[src/rtl/eeg_aram_bank_rsp_if.sv]
// ---------------------------------------------------------------------------
// eeg_aram_bank_rsp_if
// Purpose : ARAM per-bank address/data handshake bundle between the ARAM
//           router (master) and the bank-side responder (slave).
// Signals : AARB_ADD_VLD/LST/ADD  router -> bank   address stream
//           AARB_ADD_RDY          bank   -> router address ready
//           AARB_DAT_VLD/LST/DAT  bank   -> router read-data stream
//           AARB_DAT_RDY          router -> bank   data ready
// ---------------------------------------------------------------------------
interface eeg_aram_bank_rsp_if #(
  parameter int ARAM_ADD_AW = 12,
  parameter int ARAM_DAT_DW = 4
);
  logic                   AARB_ADD_VLD;
  logic                   AARB_ADD_LST;
  logic                   AARB_ADD_RDY;
  logic [ARAM_ADD_AW-1:0] AARB_ADD_ADD;
  logic                   AARB_DAT_VLD;
  logic                   AARB_DAT_LST;
  logic                   AARB_DAT_RDY;
  logic [ARAM_DAT_DW-1:0] AARB_DAT_DAT;

  // Router side
  modport master (
    output AARB_ADD_VLD, AARB_ADD_LST, AARB_ADD_ADD, AARB_DAT_RDY,
    input  AARB_ADD_RDY, AARB_DAT_VLD, AARB_DAT_LST, AARB_DAT_DAT
  );

  // Bank responder side
  modport slave (
    input  AARB_ADD_VLD, AARB_ADD_LST, AARB_ADD_ADD, AARB_DAT_RDY,
    output AARB_ADD_RDY, AARB_DAT_VLD, AARB_DAT_LST, AARB_DAT_DAT
  );
endinterface

[src/rtl/eeg_aram_bank_rsp.sv]
// ---------------------------------------------------------------------------
// eeg_aram_bank_rsp
// Purpose : Bank-side responder of the ARAM address/data protocol. Accepts the
//           router's address stream, issues single-port SRAM reads and returns
//           the read data in request order with full back-pressure.
// Ports   : clk, rst      single clock, synchronous active-high reset
//           aarb          address/data handshake bundle (slave modport)
//           SRAM_REN      SRAM read enable (= address accepted this cycle)
//           SRAM_ADD      SRAM address (= AARB_ADD_ADD)
//           SRAM_DAT      SRAM read data, valid one cycle after SRAM_REN
//           RSP_BUSY      a burst is in progress
//           RSP_PERR      (ARAM_RSP_PARITY_EN only) sticky parity error
// Config  : define ARAM_RSP_PARITY_EN to add an even-parity bit as MSB of
//           SRAM_DAT and the RSP_PERR output.
// ---------------------------------------------------------------------------
module eeg_aram_bank_rsp #(
  parameter int ARAM_ADD_AW = 12,
  parameter int ARAM_DAT_DW = 4,
  parameter int RSP_BUF_AW  = 2
) (
  input  logic                   clk,
  input  logic                   rst,
  eeg_aram_bank_rsp_if.slave     aarb,
  output logic                   SRAM_REN,
  output logic [ARAM_ADD_AW-1:0] SRAM_ADD,
`ifdef ARAM_RSP_PARITY_EN
  input  logic [ARAM_DAT_DW:0]   SRAM_DAT,
  output logic                   RSP_PERR,
`else
  input  logic [ARAM_DAT_DW-1:0] SRAM_DAT,
`endif
  output logic                   RSP_BUSY
);

  localparam int DEPTH = 1 << RSP_BUF_AW;
  localparam logic [RSP_BUF_AW:0] DEPTH_W = (RSP_BUF_AW + 1)'(DEPTH);

  // Buffer entry layout: {[parity,] lst, data}
`ifdef ARAM_RSP_PARITY_EN
  localparam int ENT_W = ARAM_DAT_DW + 2;
`else
  localparam int ENT_W = ARAM_DAT_DW + 1;
`endif

  typedef enum logic {
    ST_IDLE  = 1'b0,
    ST_BURST = 1'b1
  } state_t;

  // -------------------------------------------------------------------------
  // State
  // -------------------------------------------------------------------------
  logic [ENT_W-1:0]      buf_mem [DEPTH];
  logic [RSP_BUF_AW-1:0] wr_ptr_reg, wr_ptr_next;
  logic [RSP_BUF_AW-1:0] rd_ptr_reg, rd_ptr_next;
  logic [RSP_BUF_AW:0]   occ_reg, occ_next;
  logic                  inflt_reg;
  logic                  inflt_lst_reg;
  state_t                state_reg, state_next;

  // -------------------------------------------------------------------------
  // Handshake decode
  // -------------------------------------------------------------------------
  logic [RSP_BUF_AW:0]   credit_cnt;
  logic                  add_rdy;
  logic                  add_ena;
  logic                  buf_empty;
  logic                  dat_vld;
  logic                  dat_ena;
  logic                  push;
  logic [ENT_W-1:0]      push_word;
  logic [ENT_W-1:0]      head_word;
  logic [ARAM_DAT_DW-1:0] head_dat;
  logic                  head_lst;

  // Credit counts the read in flight as well as buffered words, so an
  // accepted address always has a slot waiting when its data returns. The
  // pop of the current cycle is deliberately not credited, keeping RDY free
  // of any combinational path from AARB_DAT_RDY.
  assign credit_cnt = occ_reg + {{RSP_BUF_AW{1'b0}}, inflt_reg};
  assign add_rdy    = (credit_cnt < DEPTH_W) & ~rst;
  assign add_ena    = aarb.AARB_ADD_VLD & add_rdy;

  assign buf_empty  = (occ_reg == '0);
  assign dat_vld    = ~buf_empty & ~rst;
  assign dat_ena    = dat_vld & aarb.AARB_DAT_RDY;

  // SRAM data is valid the cycle after the accept; capture it then.
  assign push       = inflt_reg & ~rst;

`ifdef ARAM_RSP_PARITY_EN
  assign push_word  = {SRAM_DAT[ARAM_DAT_DW], inflt_lst_reg, SRAM_DAT[ARAM_DAT_DW-1:0]};
`else
  assign push_word  = {inflt_lst_reg, SRAM_DAT};
`endif

  assign head_word  = buf_mem[rd_ptr_reg];
  assign head_dat   = head_word[ARAM_DAT_DW-1:0];
  assign head_lst   = head_word[ARAM_DAT_DW];

  // -------------------------------------------------------------------------
  // Outputs (all forced low while in reset)
  // -------------------------------------------------------------------------
  assign aarb.AARB_ADD_RDY = add_rdy;
  assign aarb.AARB_DAT_VLD = dat_vld;
  assign aarb.AARB_DAT_LST = head_lst & ~rst;
  assign aarb.AARB_DAT_DAT = rst ? '0 : head_dat;

  assign SRAM_REN = add_ena;
  assign SRAM_ADD = rst ? '0 : aarb.AARB_ADD_ADD;
  assign RSP_BUSY = (state_reg == ST_BURST) & ~rst;

  // -------------------------------------------------------------------------
  // Response buffer storage (no reset: contents are qualified by occ_reg)
  // -------------------------------------------------------------------------
  always_ff @(posedge clk) begin
    if (push) begin
      buf_mem[wr_ptr_reg] <= push_word;
    end
  end

  // -------------------------------------------------------------------------
  // Pointer / occupancy next-state. Push and pop together leave the
  // occupancy unchanged at any fill level.
  // -------------------------------------------------------------------------
  always_comb begin
    wr_ptr_next = wr_ptr_reg;
    rd_ptr_next = rd_ptr_reg;
    occ_next    = occ_reg;
    if (push) begin
      wr_ptr_next = wr_ptr_reg + RSP_BUF_AW'(1);
    end
    if (dat_ena) begin
      rd_ptr_next = rd_ptr_reg + RSP_BUF_AW'(1);
    end
    if (push && !dat_ena) begin
      occ_next = occ_reg + (RSP_BUF_AW + 1)'(1);
    end else if (!push && dat_ena) begin
      occ_next = occ_reg - (RSP_BUF_AW + 1)'(1);
    end
  end

  // -------------------------------------------------------------------------
  // Burst FSM next-state
  // -------------------------------------------------------------------------
  always_comb begin
    state_next = state_reg;
    case (state_reg)
      ST_IDLE: begin
        if (add_ena && !aarb.AARB_ADD_LST) begin
          state_next = ST_BURST;
        end
      end
      ST_BURST: begin
        if (add_ena && aarb.AARB_ADD_LST) begin
          state_next = ST_IDLE;
        end
      end
      default: state_next = ST_IDLE;
    endcase
  end

  // -------------------------------------------------------------------------
  // Control registers
  // -------------------------------------------------------------------------
  always_ff @(posedge clk) begin
    if (rst) begin
      wr_ptr_reg    <= '0;
      rd_ptr_reg    <= '0;
      occ_reg       <= '0;
      inflt_reg     <= 1'b0;
      inflt_lst_reg <= 1'b0;
      state_reg     <= ST_IDLE;
    end else begin
      wr_ptr_reg <= wr_ptr_next;
      rd_ptr_reg <= rd_ptr_next;
      occ_reg    <= occ_next;
      inflt_reg  <= add_ena;
      if (add_ena) begin
        inflt_lst_reg <= aarb.AARB_ADD_LST;
      end
      state_reg  <= state_next;
    end
  end

`ifdef ARAM_RSP_PARITY_EN
  // -------------------------------------------------------------------------
  // Parity check on the word being popped. The stored bit must equal the
  // XOR of the data bits (even parity); the word is still delivered as-is.
  // -------------------------------------------------------------------------
  logic [ARAM_DAT_DW:0] par_chain;
  logic                 head_par;
  logic                 head_bad;
  logic                 perr_reg;

  assign par_chain[0] = 1'b0;
  for (genvar gi = 0; gi < ARAM_DAT_DW; gi++) begin : g_par
    assign par_chain[gi+1] = par_chain[gi] ^ head_dat[gi];
  end

  assign head_par = head_word[ARAM_DAT_DW+1];
  assign head_bad = head_par ^ par_chain[ARAM_DAT_DW];

  always_ff @(posedge clk) begin
    if (rst) begin
      perr_reg <= 1'b0;
    end else if (dat_ena && head_bad) begin
      perr_reg <= 1'b1;
    end
  end

  assign RSP_PERR = perr_reg & ~rst;
`endif

endmodule

[src/flat_wrapper.sv]
// flat-port wrapper written by rule: the top's interface ports become plain ports
module eeg_aram_bank_rsp_flat 
#(
  parameter int ARAM_ADD_AW = 12,
  parameter int ARAM_DAT_DW = 4,
  parameter int RSP_BUF_AW  = 2
)
  (clk, rst, SRAM_REN, SRAM_ADD, SRAM_DAT, RSP_BUSY, aarb_AARB_ADD_VLD, aarb_AARB_ADD_LST, aarb_AARB_ADD_ADD, aarb_AARB_DAT_RDY, aarb_AARB_ADD_RDY, aarb_AARB_DAT_VLD, aarb_AARB_DAT_LST, aarb_AARB_DAT_DAT);
  eeg_aram_bank_rsp_if #(.ARAM_ADD_AW(ARAM_ADD_AW), .ARAM_DAT_DW(ARAM_DAT_DW)) aarb_i ();
  input  logic clk;
  input  logic rst;
  output logic SRAM_REN;
  output logic [ARAM_ADD_AW-1:0] SRAM_ADD;
  input  logic [ARAM_DAT_DW-1:0] SRAM_DAT;
  output logic RSP_BUSY;
  input wire logic [$bits(aarb_i.AARB_ADD_VLD)-1:0] aarb_AARB_ADD_VLD;
  input wire logic [$bits(aarb_i.AARB_ADD_LST)-1:0] aarb_AARB_ADD_LST;
  input wire logic [$bits(aarb_i.AARB_ADD_ADD)-1:0] aarb_AARB_ADD_ADD;
  input wire logic [$bits(aarb_i.AARB_DAT_RDY)-1:0] aarb_AARB_DAT_RDY;
  output wire logic [$bits(aarb_i.AARB_ADD_RDY)-1:0] aarb_AARB_ADD_RDY;
  output wire logic [$bits(aarb_i.AARB_DAT_VLD)-1:0] aarb_AARB_DAT_VLD;
  output wire logic [$bits(aarb_i.AARB_DAT_LST)-1:0] aarb_AARB_DAT_LST;
  output wire logic [$bits(aarb_i.AARB_DAT_DAT)-1:0] aarb_AARB_DAT_DAT;
  assign aarb_i.AARB_ADD_VLD = aarb_AARB_ADD_VLD;
  assign aarb_i.AARB_ADD_LST = aarb_AARB_ADD_LST;
  assign aarb_i.AARB_ADD_ADD = aarb_AARB_ADD_ADD;
  assign aarb_i.AARB_DAT_RDY = aarb_AARB_DAT_RDY;
  assign aarb_AARB_ADD_RDY = aarb_i.AARB_ADD_RDY;
  assign aarb_AARB_DAT_VLD = aarb_i.AARB_DAT_VLD;
  assign aarb_AARB_DAT_LST = aarb_i.AARB_DAT_LST;
  assign aarb_AARB_DAT_DAT = aarb_i.AARB_DAT_DAT;
  eeg_aram_bank_rsp #(.ARAM_ADD_AW(ARAM_ADD_AW), .ARAM_DAT_DW(ARAM_DAT_DW), .RSP_BUF_AW(RSP_BUF_AW)) u_core (.clk(clk), .rst(rst), .aarb(aarb_i), .SRAM_REN(SRAM_REN), .SRAM_ADD(SRAM_ADD), .SRAM_DAT(SRAM_DAT), .RSP_BUSY(RSP_BUSY));
endmodule
[config.mk]
export PLATFORM = sky130hd
export DESIGN_NAME = eeg_aram_bank_rsp_flat
export DESIGN_NICKNAME = d
export VERILOG_FILES = /design/src/rtl/eeg_aram_bank_rsp_if.sv /design/src/rtl/eeg_aram_bank_rsp.sv /design/src/flat_wrapper.sv
export SDC_FILE = /design/constraint.sdc
export NUM_CORES = 1
export LEC_CHECK = 0
export BUFFER_PORTS_ARGS = -buffer_cell sky130_fd_sc_hd__buf_2
export CORE_MARGIN = 10
export CORE_UTILIZATION = 45
export DETAILED_ROUTE_END_ITERATION = 7
export PLACE_DENSITY = 0.71
export SETUP_SLACK_MARGIN = 0.5
export SLEW_MARGIN = 20
export SYNTH_ARGS = -nofsm -noshare
export SYNTH_HDL_FRONTEND = slang
export SYNTH_SLANG_ARGS = --single-unit
[constraint.sdc]
create_clock -name clk -period 3.68 [get_ports clk]
set_input_delay 0.552 -clock clk [delete_from_list [all_inputs] [get_ports clk]]
set_output_delay 0.552 -clock clk [all_outputs]
set_load 0.02 [all_outputs]
==> flow_metrics.tcl <==
set metrics [dict create \
    status "finished, final reports clean" \
    avgSynthCellArea_sq_um 13.3 \
    synth_area_sq_mm 0.00142 \
    p_switching_mw 0.221 \
    peakVddDrop_mv 0.234 \
    hold_depth 1 \
    r2r_cells 8 \
    vias 943 \
    cts_made_buffers 5 \
    grt_antenna_before_repair 0 \
    largest_reg_flops 20 \
    wl_met2_um 1210 \
    pwr-share-clk 0.239 \
    seqPwrFrac 0.558 \
    final.setup.tns_ns 0 \
    ys_types 27 \
    post_cts_resized 0 \
    tightest_slew_ns 0.461 \
    io_pins 42 \
    crit_chain "nor3_1 -> or3_1 -> ha_1 -> inv_1 -> fa_1 -> xor2_1 -> or3_1 -> a21oi_1" \
    top_layer "met4" \
    dpl.hpwl_um 2230 \
    seq_area_frac_synth 0.591 \
    clkSinkCount 32 \
    overflow 0 \
    cts_max_level 2 \
    worst_setup_path_end_kind "flop" \
    clock_latency_ns 0.33 \
    p_int_mw 0.553 \
    ctsRootBufferMaster "clkbuf_4" \
    slowest_delay_ns 0.42 \
    min_path_type "in -> reg" \
    place_congestion 0.763 \
    cp-start-kind "flop" \
    placed_cells 189 \
    grt_setup_unrepaired "false" \
    path_clk_slew_ns 0.10 \
    drv_cap 0 \
    total_leakage_power_nw 0.728 \
    viasPerCell 4.79 \
    p_comb_frac 0.203 \
    powerDensity_mw_per_mm2 450 \
    crit_family "simple AND/OR/NAND/NOR gates" \
    cp_num_cells 8 \
    post-route-period-util 0.643 \
    grt_usage 0.102 \
    tritoncts "built" \
    cp_common_cell "or3_1" \
    drive_above_1_share 0.359 \
    fin_crit_ns 2.37 \
    fp-row-count 20 \
    hold_viol 0 \
    insertedDiodeCount 0 \
    drc 0 \
    drv_slew 0 \
    drt_iter0_drc 68 \
    fin_hold_ws_ns 0.431 \
    io_buffers 41 \
    fin_nets 179 \
    grt_pass1_wl_um 4850 \
    wl_met1_um 1140 \
    grt_pass1_vias 1068 \
    grt_max_degree 26 \
    wl_met3_um 433 \
    syn2layout_area_growth_pct 20.9 \
    core_sq_mm 0.00303 \
    cts_hold_buffers 0 \
    start_util 0.470 \
    setup_viol 0 \
    cp.required_ns 3.94 \
    drt-total-wl_um 2810 \
    die_y_um 76.2 \
    slowest_stage "nor3_1" \
    arrival_ns 2.62 \
    syn_nets 134 \
    yosys_warnings 0 \
    synthCells 107 \
    cts_setup_buffers 0 \
    skew_ns 0.0114 \
    drt_pass1_iterations 4 \
    stdcell_count 197 \
    max_clock_freq_mhz 422 \
    avgRoutedWirePerCell_um 14.3 \
    sw_frac_of_total 0.286 \
    critPathKind "reg -> reg" \
    die_area_sq_mm 0.00581 \
    cp_num_buf_inv 1 \
    worstPathMaxFanout 5 \
    detail-route-antenna-nets 0 \
    cts_buffer_depth 2 \
    fill_cells 276 \
    die_x_um 76.2 \
    timing.slew.headroom 0.690 \
    ys_seq_elements 32 \
]
cells by family (layout without fill, tap and decap cells):
| kind of cell | after synthesis | count (layout) | share of synthesized area |
|---|---|---|---|
| multiplexers | 9 | 9 | 0.111 |
| AO/OA/AOI/OAI | 9 | 9 | 0.0396 |
| buffers and inverters | 11 | 57 | 0.0299 |
| XOR/XNOR | 3 | 3 | 0.0185 |
| flip-flops | 32 | 32 | 0.591 |
| AND/OR/NAND/NOR | 37 | 37 | 0.152 |
| adder cells (fa/ha/maj) | 6 | 6 | 0.0580 |
Yosys cell counts (all sizes together):
| master | instances | area, sq um |
|---|---|---|
| nor3 | 1 | 5.00 |
| nor2 | 7 | 26.3 |
| nand3b | 1 | 7.51 |
| o21ai | 4 | 20.0 |
| a31oi | 1 | 6.26 |
| edfxtp | 20 | 601 |
| dfxtp | 12 | 240 |
| nand2 | 1 | 3.75 |
| mux2i | 3 | 30.0 |
| xnor2 | 1 | 8.76 |
| o211ai | 2 | 20.0 |
| clkbuf | 2 | 7.51 |
| xor2 | 2 | 17.5 |
| mux2 | 1 | 15.0 |
| and2 | 9 | 56.3 |
| inv | 8 | 30.0 |
| or3 | 3 | 18.8 |
| nor2b | 14 | 90.1 |
| and4 | 1 | 8.76 |
| mux4 | 5 | 113 |
| buf | 1 | 5.00 |
| a21oi | 2 | 10.0 |
| ha | 5 | 62.6 |
| fa | 1 | 20.0 |
per-layer routing:
layer / vias up / GRT usage
li1: 467 / -
met1: 427 / 0.106
met2: 46 / 0.155
met3: 3 / 0.0837
met4: 0 / 0.0223
met5: - / 0
path summary, 6_finish.rpt:
| kind | from | to | slack, ns |
|---|---|---|---|
| setup / recovery | u_core.occ_reg[0] | u_core.occ_reg[2] | 1.31 |
| hold / removal | SRAM_DAT[2] | u_core.buf_mem[3][2] | 0.43 |
| setup reg to reg | u_core.occ_reg[0] | u_core.occ_reg[2] | 1.31 |
| hold reg to reg | u_core.inflt_lst_reg | u_core.inflt_lst_reg | 0.50 |
layout by cell type, fill, tap and decap left out:
cell      count
xor2_1        2
nor3_1        1
o21ai_1       2
clkbuf_1      2
clkinv_2      1
clkbuf_4      5
nand2_1       1
mux4_2        5
and4_1        1
and2_1        9
inv_1         8
nand3b_1      1
o211ai_1      1
buf_2        41
or3_1         3
dfxtp_1      12
ha_1          5
fa_1          1
a21oi_1       2
a31oi_1       1
xnor2_1       1
nor2_1        7
nor2b_1      13
nor2b_2       1
o21ai_0       2
o211ai_2      1
mux2_4        1
edfxtp_1     20
mux2i_1       3
through the flow:
stage,utilization,worst slack (ns),power [mW],cell area (sq um)
finish,0.568,1.31,0.774,1720
global route,0.568,1.16,0.817,1720
CTS,0.568,1.32,0.784,1720
detailed placement,0.552,1.19,0.600,1670
global placement,0.552,1.30,0.593,1670
floorplan,-,1.59,0.548,1420
power by group through the flow:
stage / Combinational, mW / Clock (mW) / Sequential (mW)
final: 0.157 / 0.185 / 0.432
after detailed placement: 0.159 / 0 / 0.441
after floorplan: 0.121 / 0 / 0.428
after CTS: 0.159 / 0.192 / 0.433
after global placement: 0.154 / 0 / 0.439
after global routing: 0.176 / 0.203 / 0.438
area by class of cell:
cell class / instances / area, sq um / area share
multi-input combinational: 64 / 539 / 0.313
timing repair buffer: 41 / 205 / 0.119
inverter: 8 / 30.0 / 0.0175
tap: 44 / 55.1 / 0.0320
clock inverter: 1 / 5.00 / 0.00291
sequential: 32 / 841 / 0.489
clock buffer: 7 / 45.0 / 0.0262
Power figures use the tool's default switching activity.
